**config.mk**
```make
export PLATFORM = sky130hd
export DESIGN_NAME = vga_timing_gen
export DESIGN_NICKNAME = d
export VERILOG_FILES = /design/src/rtl/vga_timing_pkg.sv /design/src/rtl/vga_axis_counter.sv /design/src/rtl/vga_timing_gen.sv
export SDC_FILE = /design/constraint.sdc
export NUM_CORES = 1
export LEC_CHECK = 0
export BUFFER_PORTS_ARGS = -buffer_cell sky130_fd_sc_hd__buf_2
export CORE_MARGIN = 4
export CORE_UTILIZATION = 45
export DETAILED_ROUTE_END_ITERATION = 7
export GPL_TIMING_DRIVEN = 0
export SETUP_SLACK_MARGIN = 0.15
export SYNTH_ARGS = -nofsm -noshare
export SYNTH_HDL_FRONTEND = slang
export SYNTH_HIERARCHICAL = 1
export SYNTH_SLANG_ARGS = --single-unit
```
**constraint.sdc**
```tcl
create_clock -name CLK_pix_rate -period 3.4 [get_ports CLK_pix_rate]
set_input_delay 0.34 -clock CLK_pix_rate [delete_from_list [all_inputs] [get_ports CLK_pix_rate]]
set_output_delay 0.34 -clock CLK_pix_rate [all_outputs]
set_load 0.005 [all_outputs]
```
**src/rtl/vga_timing_pkg.sv**
```systemverilog
// Timing tables and helpers shared by the VGA timing generator and its bench-facing decode.
// Each axis is described as display/front/sync/back in pixel-clock (H) or line (V) units.
package vga_timing_pkg;

  typedef enum logic [1:0] {
    MODE_640X480  = 2'd0,
    MODE_800X600  = 2'd1,
    MODE_1024X768 = 2'd2,
    MODE_TEST     = 2'd3
  } vga_mode_e;

  typedef logic [11:0] tval_t;

  typedef struct packed {
    tval_t disp;
    tval_t front;
    tval_t sync;
    tval_t back;
  } axis_timing_t;

  // Decode thresholds derived from one axis: sync window is [sync_first, sync_end).
  typedef struct packed {
    tval_t disp;
    tval_t sync_first;
    tval_t sync_end;
    tval_t last;
  } axis_limits_t;

  localparam axis_timing_t H_640  = '{12'd640,  12'd16, 12'd96,  12'd48};
  localparam axis_timing_t V_480  = '{12'd480,  12'd10, 12'd2,   12'd33};
  localparam axis_timing_t H_800  = '{12'd800,  12'd40, 12'd128, 12'd88};
  localparam axis_timing_t V_600  = '{12'd600,  12'd1,  12'd4,   12'd23};
  localparam axis_timing_t H_1024 = '{12'd1024, 12'd24, 12'd136, 12'd160};
  localparam axis_timing_t V_768  = '{12'd768,  12'd3,  12'd6,   12'd29};
  localparam axis_timing_t H_TEST = '{12'd8,    12'd2,  12'd3,   12'd1};
  localparam axis_timing_t V_TEST = '{12'd4,    12'd1,  12'd1,   12'd1};

  // Bit n set means mode n uses active-high sync pulses.
  localparam logic [3:0] SYNC_POSITIVE = 4'b0010;

  function automatic axis_timing_t h_axis(input vga_mode_e m);
    case (m)
      MODE_640X480:  return H_640;
      MODE_800X600:  return H_800;
      MODE_1024X768: return H_1024;
      default:       return H_TEST;
    endcase
  endfunction

  function automatic axis_timing_t v_axis(input vga_mode_e m);
    case (m)
      MODE_640X480:  return V_480;
      MODE_800X600:  return V_600;
      MODE_1024X768: return V_768;
      default:       return V_TEST;
    endcase
  endfunction

  function automatic tval_t axis_total(input axis_timing_t a);
    return a.disp + a.front + a.sync + a.back;
  endfunction

  function automatic tval_t h_total(input vga_mode_e m);
    return axis_total(h_axis(m));
  endfunction

  function automatic tval_t v_total(input vga_mode_e m);
    return axis_total(v_axis(m));
  endfunction

  function automatic logic sync_positive(input vga_mode_e m);
    return SYNC_POSITIVE[m];
  endfunction

  function automatic axis_limits_t axis_limits(input axis_timing_t a);
    axis_limits_t l;
    l.disp       = a.disp;
    l.sync_first = a.disp + a.front;
    l.sync_end   = l.sync_first + a.sync;
    l.last       = axis_total(a) - 12'd1;
    return l;
  endfunction

endpackage

```
**src/rtl/vga_axis_counter.sv**
```systemverilog
// Wrapping position counter for one raster axis; terminal count is supplied at run time.
// wrap is combinational so the next axis can advance on the same edge.
module vga_axis_counter #(
  parameter int W = 11
) (
  input  logic         CLK_pix_rate,
  input  logic         reset,
  input  logic         en,
  input  logic [W-1:0] last,
  output logic [W-1:0] cnt,
  output logic         wrap
);

  assign wrap = en && (cnt == last);

  // NOTE: state registers use non-blocking assignments so every flop samples pre-edge values.
  always_ff @(posedge CLK_pix_rate or posedge reset) begin
    if (reset) begin
      cnt <= '0;
    end else if (en) begin
      cnt <= wrap ? '0 : cnt + W'(1);
    end
  end

endmodule

```
**src/rtl/vga_timing_gen.sv**
```systemverilog
// VGA raster timing generator: two chained axis counters, frame-boundary mode switching,
// and a single output register stage so every output describes the same pixel.
module vga_timing_gen #(
  parameter int         COUNT_W    = 11,
  parameter logic [1:0] RESET_MODE = 2'd0
) (
  input  logic               CLK_pix_rate,
  input  logic               reset,
  input  logic               ce,
  input  logic [1:0]         mode,
  output logic               h_sync,
  output logic               v_sync,
  output logic               video_on,
  output logic [COUNT_W-1:0] pixel_x,
  output logic [COUNT_W-1:0] pixel_y,
  output logic               line_start,
  output logic               frame_start,
  output logic [1:0]         mode_active
);

  import vga_timing_pkg::*;

  localparam logic SYNC_IDLE = ~sync_positive(vga_mode_e'(RESET_MODE));

  vga_mode_e          mode_reg;
  axis_limits_t       h_lim, v_lim;
  logic [COUNT_W-1:0] h_cnt, v_cnt;
  logic [COUNT_W-1:0] h_last, v_last;
  logic               h_wrap, v_wrap;
  logic               h_raw, v_raw, vis;

  assign h_lim  = axis_limits(h_axis(mode_reg));
  assign v_lim  = axis_limits(v_axis(mode_reg));
  assign h_last = COUNT_W'(h_lim.last);
  assign v_last = COUNT_W'(v_lim.last);

  vga_axis_counter #(.W(COUNT_W)) u_h_cnt (
    .CLK_pix_rate (CLK_pix_rate),
    .reset        (reset),
    .en           (ce),
    .last         (h_last),
    .cnt          (h_cnt),
    .wrap         (h_wrap)
  );

  vga_axis_counter #(.W(COUNT_W)) u_v_cnt (
    .CLK_pix_rate (CLK_pix_rate),
    .reset        (reset),
    .en           (h_wrap),
    .last         (v_last),
    .cnt          (v_cnt),
    .wrap         (v_wrap)
  );

  // v_wrap marks the last pixel of the frame; the new mode owns the very next pixel.
  always_ff @(posedge CLK_pix_rate or posedge reset) begin
    if (reset) begin
      mode_reg <= vga_mode_e'(RESET_MODE);
    end else if (v_wrap) begin
      mode_reg <= vga_mode_e'(mode);
    end
  end

  always_comb begin
    h_raw = (h_cnt >= COUNT_W'(h_lim.sync_first)) && (h_cnt < COUNT_W'(h_lim.sync_end));
    v_raw = (v_cnt >= COUNT_W'(v_lim.sync_first)) && (v_cnt < COUNT_W'(v_lim.sync_end));
    vis   = (h_cnt < COUNT_W'(h_lim.disp)) && (v_cnt < COUNT_W'(v_lim.disp));
  end

  // mode_active is registered alongside the decodes so it names the mode of the pixel shown.
  always_ff @(posedge CLK_pix_rate or posedge reset) begin
    if (reset) begin
      pixel_x     <= '0;
      pixel_y     <= '0;
      video_on    <= 1'b0;
      line_start  <= 1'b0;
      frame_start <= 1'b0;
      h_sync      <= SYNC_IDLE;
      v_sync      <= SYNC_IDLE;
      mode_active <= RESET_MODE;
    end else if (ce) begin
      pixel_x     <= h_cnt;
      pixel_y     <= v_cnt;
      video_on    <= vis;
      line_start  <= (h_cnt == '0);
      frame_start <= (h_cnt == '0) && (v_cnt == '0);
      h_sync      <= sync_positive(mode_reg) ? h_raw : ~h_raw;
      v_sync      <= sync_positive(mode_reg) ? v_raw : ~v_raw;
      mode_active <= mode_reg;
    end
  end

endmodule

```
# == Word level (Yosys, flattened, before mapping) ==
# Cells that the tools add are included.
# word_totals
output_inout_bits,29
in_bits,5
wordCells,51
register_bits,53
# classes
n_addsub,10
bitwise_logic,2
muxes,8
eq_ne,4
magnitude_cmp,7
n_reduce_logical,9
# ops
op,count
$pmux 47 s3,1
$pmux 46 s3,1
$add 11x11->11,5
$lt 11x11->1,4
$add 11x1->11 const B,2
$eq 11x11->1,2
$ge 11x11->1,2
$logic_not 11->1,2
$mux 11,2
$sub 11x1->11 const B,2
$add 10x11->11,1
$logic_and 1x1->1,6
$lt 2x3->1 const B,1
$mux 1,3
$bmux 1 s2,1
$eq 2x1->1 const B,1
$eq 2x2->1 const B,1
$logic_not 2->1,1
$not 1->1,2

# == Depth between registers and ports, before layout ==
# Gate-level depths: netlist of run 1.
# depth
word_depth,10
depth_mapped,15
ltp_nobuf,15

# == Modules after synthesis ==
# Netlist of run 1, hierarchy kept.
# by_module_without_submodules
mod,n_inst,seq_area_each_um2,area_each_um2,cells_each
vga_timing_gen,1,778.2,2479.9,239
vga_axis_counter,2,275.3,658.1,70

# == Least setup slack after synthesis of run 1 ==
# OpenSTA, ideal clock, no wires.
# synth_path
path_type,flip-flop to flip-flop
from,register mode_reg[0]
to,register h_sync
setup_time_ns,0.082
setup_slack_ns,0.368
period_less_slack_ns,3.032
arrival_ns,2.950
n_path_buf,0
required_ns,3.318
stages_incl_launch_ff,14
path_cell_list,dfrtp_1 -> inv_1 -> ha_1 -> inv_1 -> ha_1 -> nor2_1 -> xor2_1 -> ha_1 -> a21oi_1 -> nand2_1 -> a221o_1 -> a311oi_2 -> xnor2_1 -> mux2_4
# synth_via
elab_chain_cells,8
word_cells_on_any_way,13
cone_classes,add/sub (2); order compare (2); eq/ne (2); mux (4); bitwise (1); reduce/logical (2)
# synth_rtl
item,line,source
"start, declared",vga_timing_gen.sv:25,vga_mode_e mode_reg;
"start signal, assigned",vga_timing_gen.sv:58,mode_reg <= vga_mode_e'(RESET_MODE);
"start signal, assigned",vga_timing_gen.sv:60,mode_reg <= vga_mode_e'(mode);
"$eq 2x2->1, or another cell as far along",vga_timing_pkg.sv:42,case (m)
$pmux 47 s3,vga_timing_pkg.sv:42,
$add 11x11->11,vga_timing_pkg.sv:78,l.sync_first = a.disp + a.front;
$add 11x11->11,vga_timing_pkg.sv:79,l.sync_end = l.sync_first + a.sync;
$lt 11x11->1,vga_timing_gen.sv:65,h_raw = (h_cnt >= COUNT_W'(h_lim.sync_first)) && (h_cnt < COUNT_W'(h_lim.sync_end));
$logic_and 1x1->1,vga_timing_gen.sv:65,
$not 1->1,vga_timing_gen.sv:87,h_sync <= sync_positive(mode_reg) ? h_raw : ~h_raw;
$mux 1 (*),vga_timing_gen.sv:87,
"end signal, assigned",vga_timing_gen.sv:87,
"end, declared",vga_timing_gen.sv:11,"output logic h_sync,"
# Mark *: on every way between the ends. The rest lies on a longest branch, timed or not. The select of a mux whose other input is x is not followed.
# A chain may end at the register's enable or synchronous reset.

# == Worst setup path after layout of run 1 ==
# layout_path
from,register mode_reg[0]
to,register v_sync
# layout_via
elab_chain_cells,8
word_cells_on_any_way,13
cone_classes,add/sub (2); order compare (2); eq/ne (2); mux (4); bitwise (1); reduce/logical (2)
# layout_rtl
item,line,source
"$eq 2x2->1, or another cell as far along",vga_timing_pkg.sv:51,case (m)
$pmux 46 s3,vga_timing_pkg.sv:51,
$add 10x11->11,vga_timing_pkg.sv:78,
$add 11x11->11,vga_timing_pkg.sv:79,
$lt 11x11->1,vga_timing_gen.sv:66,v_raw = (v_cnt >= COUNT_W'(v_lim.sync_first)) && (v_cnt < COUNT_W'(v_lim.sync_end));
$logic_and 1x1->1,vga_timing_gen.sv:66,
$not 1->1,vga_timing_gen.sv:88,v_sync <= sync_positive(mode_reg) ? v_raw : ~v_raw;
$mux 1 (*),vga_timing_gen.sv:88,
"end signal, assigned",vga_timing_gen.sv:88,
"end, declared",vga_timing_gen.sv:12,"output logic v_sync,"
# Marked as above.

==> results.yml, run 1 <==
outcome:
  status: "completed"
clock_network:
  clkLatencyLatePin_ns: 0.31
  root_buffer: "clkbuf_8"
  clkTransAtPathRegs_ns: 0.10
  htreeDepth: 2
  clkSinkCount: 53
  clock_path_buffers: 2
  cts_tree: "built"
  numCtsBuffers: 5
power_and_ir_drop:
  leakage_nw: 2.086
  powerDensity_nw_per_um2: 461.3
  peakVddDrop_mv: 0.2840
  finalPower_mw: 2.035
setup_path:
  ff2ff_path_depth: 15
  reg2reg_slack_ns: 0.25
  cp_cell_sequence: "clkinvlp_4 > ha_4 > inv_1 > ha_1 > inv_1 > o22ai_1 > nand2_1 > xnor2_2 > nand3_1 > ha_1 > a211oi_2 > o211ai_1 > o221ai_1 > mux2i_1 > nand3_1"
  required_ns: 3.64
  cp-start-kind: "flop"
  timing.rr.end: "v_sync"
  worstSetupPathType: "reg2reg"
  r2r_start: "mode_reg[0]"
  worst_path_max_delay_cell: "dfrtp_2"
  cp_max_fo: 7
  cp.arrival_ns: 3.38
  worst_setup_path_end_kind: "flop"
  max_stage_delay_ns: 0.43
synthesis:
  synth-seq-cells: 53
  syn_avg_cell_area_sq_um: 10.02
  ys_top_cells_by_count: "ha_1, dfrtp_1, xnor2_1"
  synthCells: 379
  seq_area_frac_synth: 0.3500
  synth_edf_count: 0
  synth_top_area_share: 0.3362
  ys_warn_count: 6
  syn-cell-area_sq_um: 3796
  synthTopCellsByArea: "dfrtp_1, ha_1, xnor2_1"
  synth_cell_types: 50
  yosysTopAreaCell: "dfrtp_1"
  yosys.cell_count.top_type: "ha_1"
  synthFlopType: "dfrtp_1"
  synthArstFlopShare: 1.000
final_layout:
  finish.cell_count_without_fillers: 539
  area_growth_pct: 16.18
  register_area_sq_um: 1331
  drive_above_1_share: 0.2512
  multi_input_area_sq_um: 2411
  final_nets: 491
  num_antenna_cells: 0
  n_fill_cell: 733
run:
  maxCapViolCount: 0
die:
  fp.dieArea_sq_um: 9969
  floorplan.initialDensity: 0.4620
  die_w_um: 99.85
  coreArea_sq_um: 8217
  row_count: 33
  fp.dieH_um: 99.85
  io_pins: 34
worst_hold_path:
  hp-class: "in2async"
sta:
  period_minus_slack_ns: 3.148
  skew_ns: 0.008801
  setup_violations: 0
  drv_slew: 0
  rsz0062_at_grt: "false"
  hold_viol_final: 0
  finalCritPeriodShare: 0.9257
  fmax_mhz: 317.7
  relSlewSlack: 0.2277
  worstMarginPinSlew_ns: 1.157
grt:
  antenna_found_initial: 0
  grt_pass1_vias: 2965
  grt_pass1_wl_mm: 15.06
  grt_overflow: 0
  grt_usage: 0.1905
  grt_max_degree: 32
routing:
  first_iter_violations: 120
  antenna_left: 0
  avgRoutedWirePerCell_um: 17.20
  wl_mm: 9.271
  drcViolationCount: 0
  vias: 2971
  drtPass1Iterations: 4
  vias_per_cell: 5.512
place:
  io_buffer_count: 33
  place_hpwl_mm: 6.784
  gp_congestion: 0.8085
  dpl.cell_count: 519
## stage by stage
step	area, sq um	TNS (ns)	worst slack [ns]	hold WS [ns]	utilization
2_1_floorplan	3804	0	0.3678	0.1924	-
3_3_place_gp	4100	-3.693	-0.3629	0.3688	0.4990
3_5_place_dp	4100	-4.078	-0.3531	0.3718	0.4990
4_1_cts	4279	0	0.1698	0.04059	0.5208
5_1_grt	4410	0	0.1341	0.06562	0.5368
6_report	4410	0	0.2525	0.03622	0.5368
## cell type report
type                            count  area share
Clock buffer                        6     0.01645
Sequential cell                    53      0.3018
Inverter                           27     0.02525
Tap cell                          105     0.02979
Multi-Input combinational cell    293      0.5467
Timing Repair Buffer               45     0.05787
Clock inverter                      2    0.008794
Buffer                              8     0.01333
## per-layer routing
metal,vias to the layer above,GRT usage,part of all wire
li1,1453,-,-
met1,1447,0.2691,0.50
met2,65,0.3114,0.46
met3,6,0.02780,0.035
met4,0,0.03992,0.0074
met5,-,0,0
## worst max-delay path by stage
stage	startpoint	to	slack, ns
CTS	mode_reg[0]	u_v_cnt/cnt[10]	0.17
finish	mode_reg[0]	v_sync	0.25
global placement	mode_reg[0]	v_sync	-0.36
detailed placement	mode_reg[0]	mode_reg[1]	-0.35
floorplan	mode_reg[0]	h_sync	0.37
global route	mode_reg[1]	v_sync	0.13
## repair_timing
item	CTS	global route
gates resized for setup	13	16
pin swaps	0	2
hold buffers	0	0
endpoints found under the setup margin	16	13
hold endpoints to repair	0	0
buffers inserted	2	10
cloned	0	0
## power breakdown
| group | internal [mW] | switching, mW |
|---|---|---|
| clock network | 0.222 | 0.216 |
| registers | 0.745 | 0.190 |
| logic | 0.350 | 0.313 |
| total | 1.32 | 0.719 |
## logic make-up after synthesis
logic type | synth area share
multiplexers | 0.07778
flip-flops | 0.3500
adder cells (fa/ha/maj) | 0.1747
other | 0.001978
XOR/XNOR | 0.1084
AO/OA/AOI/OAI | 0.09130
AND/OR/NAND/NOR | 0.1579
buffers and inverters | 0.03790
## worst max-delay path: cells and delay by family (launching register included)
family	cells	cell delay [ns]
muxes	1	0.21
DFF	1	0.43
AOI/OAI and AO/OA	4	0.79
xor gates and xnor gates	1	0.18
and+or+nand+nor	3	0.35
adders and majority gates	3	0.74
buffers and inverters	3	0.37
## layout by cell type, fill, tap and decap left out, types with 3 or more instances in the layout
| cell type | instances |
|---|---|
| nor2_2 | 3 |
| a21o_1 | 5 |
| o21ai_0 | 8 |
| mux2_2 | 24 |
| a211oi_1 | 3 |
| conb_1 | 4 |
| buf_4 | 13 |
| buf_2 | 34 |
| buf_6 | 3 |
| nand4_1 | 14 |
| nand3_1 | 12 |
| o21ai_1 | 3 |
| ha_4 | 3 |
| nor2_1 | 24 |
| a21oi_1 | 9 |
| dfrtp_1 | 49 |
| xor2_1 | 11 |
| nor3_1 | 6 |
| and3_1 | 4 |
| or4_1 | 4 |
| nand2b_1 | 9 |
| inv_1 | 23 |
| ha_1 | 48 |
| xnor2_1 | 35 |
| nor4_1 | 6 |
| o22ai_1 | 4 |
| clkbuf_8 | 5 |
| nand2_1 | 18 |
| o211ai_1 | 3 |
Note: power is estimated with default switching activity, not from simulation.
==> run 2: changes to the inputs <==
--- a/config.mk
+++ b/config.mk
@@ -9,7 +9,8 @@
 export CORE_MARGIN = 4
 export CORE_UTILIZATION = 45
 export DETAILED_ROUTE_END_ITERATION = 7
-export GPL_TIMING_DRIVEN = 0
+export GPL_TIMING_DRIVEN = 1
+export REMOVE_ABC_BUFFERS = 1
 export SETUP_SLACK_MARGIN = 0.15
 export SYNTH_ARGS = -nofsm -noshare
 export SYNTH_HDL_FRONTEND = slang
==> run 2 against run 1 <==
Net effect: clock-buffer cell count unchanged; critical path type unchanged; die area unchanged; final area decreased by 3.1%; wire length decreased by 3.5%; worst setup slack improved by 0.12 ns; register-to-register slack improved by 0.12 ns; critical endpoint is now h_sync; final cell count decreased by 2.0%.
==> results.yml, run 2 (synthesized netlist as in run 1, its figures left out) <==
outcome:
  status: "completed"
setup_path:
  crit_family: "compound AO/OA/AOI/OAI gates"
  cp-start-kind: "flop"
  r2r_start: "mode_reg[1]"
  worst_setup_path_end_kind: "flop"
  path_common_cell: "ha_1"
  cp_max_fo: 7
  worst_path_max_delay_cell: "dfrtp_2"
  ff2ff_path_depth: 13
  path_depth: 13
  worstSetupPathType: "reg2reg"
  timing.rr.end: "h_sync"
  cp.arrival_ns: 3.26
  max_stage_delay_ns: 0.47
  crit_buf_inv: 2
  crit_start: "mode_reg[1]"
  reg2reg_slack_ns: 0.37
  required_ns: 3.64
  endpoint: "h_sync"
  cp_cell_sequence: "inv_2 > ha_4 > inv_1 > ha_1 > nor2_1 > xor2_1 > ha_1 > a21oi_1 > nand2_1 > a221o_1 > a311oi_2 > xnor2_1 > mux2_4"
sta:
  finalHoldWorstSlack_ns: 0.03569
  finalCritPeriodShare: 0.8900
  setup_violations: 0
  worstMarginPinSlew_ns: 1.024
  relSlewSlack: 0.3164
  skew_ns: 0.007501
  drv_slew: 0
  rsz0062_at_grt: "false"
  period_minus_slack_ns: 3.026
  fmax_mhz: 330.5
  hold_viol_final: 0
  fin_setup_tns_ns: 0
final_layout:
  area_growth_pct: 12.56
  final_cell_mix: "ha_1, dfrtp_1, xnor2_1"
  register_area_sq_um: 1330
  multi_input_area_sq_um: 2381
  postLayoutCoreUtil: 0.5200
  drive_above_1_share: 0.2246
  n_fill_cell: 754
  final_nets: 480
  num_antenna_cells: 0
die:
  row_count: 33
  coreArea_sq_um: 8217
  die_w_um: 99.85
  io_pins: 34
  fp.dieArea_sq_um: 9969
  fp.dieH_um: 99.85
  floorplan.initialDensity: 0.4620
power_and_ir_drop:
  combinationalPowerShare: 0.333
  power_frac_seq: 0.470
  p_sw_mw: 0.6881
  clkPwrFrac: 0.196
  peakVddDrop_mv: 0.3017
  switching_share: 0.3542
  intPower_mw: 1.254
  powerDensity_nw_per_um2: 454.6
  leakage_nw: 2.022
clock_network:
  clkTransAtPathRegs_ns: 0.10
  post-cts-setup-buffers: 0
  root_buffer: "clkbuf_8"
  clkSinkCount: 53
  cts_tree: "built"
  clock_path_buffers: 2
  clkLatencyLatePin_ns: 0.30
  numCtsBuffers: 5
  htreeDepth: 2
routing:
  avgRoutedWirePerCell_um: 16.95
  vias: 2924
  drcViolationCount: 0
  first_iter_violations: 134
  drtPass1Iterations: 4
  wl_mm: 8.948
  antenna_left: 0
  vias_per_cell: 5.538
place:
  place_hpwl_mm: 6.529
  gp_congestion: 0.9182
  io_buffer_count: 33
grt:
  grt_pass1_vias: 3023
  grt_overflow: 0
  antenna_found_initial: 0
  grt_pass1_wl_mm: 15.32
  grt_usage: 0.1904
  grt_max_degree: 42
run:
  maxCapViolCount: 0
worst_hold_path:
  hp-class: "in2async"
## run 2: changes by cell type in the layout (fill, tap and decap cells not counted), sizes merged
cell / previous run / this run
buf: 51 / 42
clkbuf: 8 / 6
clkinvlp: 2 / 0
inv: 25 / 27
bufinv: 1 / 0
clkinv: 1 / 2
## run 2: per-layer routing
metal | vias to the layer above | part of all wire | track usage
met4 | 0 | 0.0057 | 0.05462
met2 | 76 | 0.46 | 0.2940
li1 | 1428 | - | -
met1 | 1416 | 0.48 | 0.2738
met5 | - | 0 | 0
met3 | 4 | 0.058 | 0.03405
## run 2: timing repair
item | 4_1_cts | 5_1_grt
hold buffers | 0 | 0
setup endpoints to repair | 2 | 6
resized for setup | 1 | 9
gates cloned | 0 | 0
endpoints found under the hold margin | 0 | 0
## run 2: power groups by stage
stage               registers (mW)  logic, mW  clock network (mW)
finish                       0.914      0.647               0.381
global route                 0.936      0.729               0.430
CTS                          0.914      0.643               0.395
detailed placement           0.927      0.637                   0
global placement             0.925      0.620                   0
floorplan                    0.890      0.442                   0
## run 2: cell type report
cell class                 count  area share
tap                          105     0.03075
timing repair buffer          42     0.05447
inverter                      27     0.02372
clock inverter                 2    0.003221
clock buffer                   6     0.01933
sequential                    53      0.3113
multi-input combinational    293      0.5572
## run 2: through the flow
stage | cell area, sq um | cells | power (mW) | setup WS [ns]
2_1_floorplan | 3761 | 373 | 1.332 | -0.5231
3_3_place_gp | 4130 | 520 | 1.545 | 0.3081
3_5_place_dp | 4130 | 520 | 1.564 | 0.09227
4_1_cts | 4229 | 528 | 1.952 | 0.1768
5_1_grt | 4273 | 528 | 2.096 | 0.1761
6_report | 4273 | 528 | 1.942 | 0.3741
## run 2: how the worst min path moves through the flow
| stage | cells past startpoint | from | slack, ns | end |
|---|---|---|---|---|
| global placement | 2 | reset | 0.38 | u_h_cnt/cnt[3] |
| finish | 2 | reset | 0.04 | u_v_cnt/cnt[8] |
| detailed placement | 2 | reset | 0.39 | u_v_cnt/cnt[0] |
| global route | 2 | reset | 0.06 | u_h_cnt/cnt[0] |
| floorplan | 1 | reset | 0.19 | u_h_cnt/cnt[0] |
| CTS | 2 | reset | 0.05 | u_v_cnt/cnt[8] |
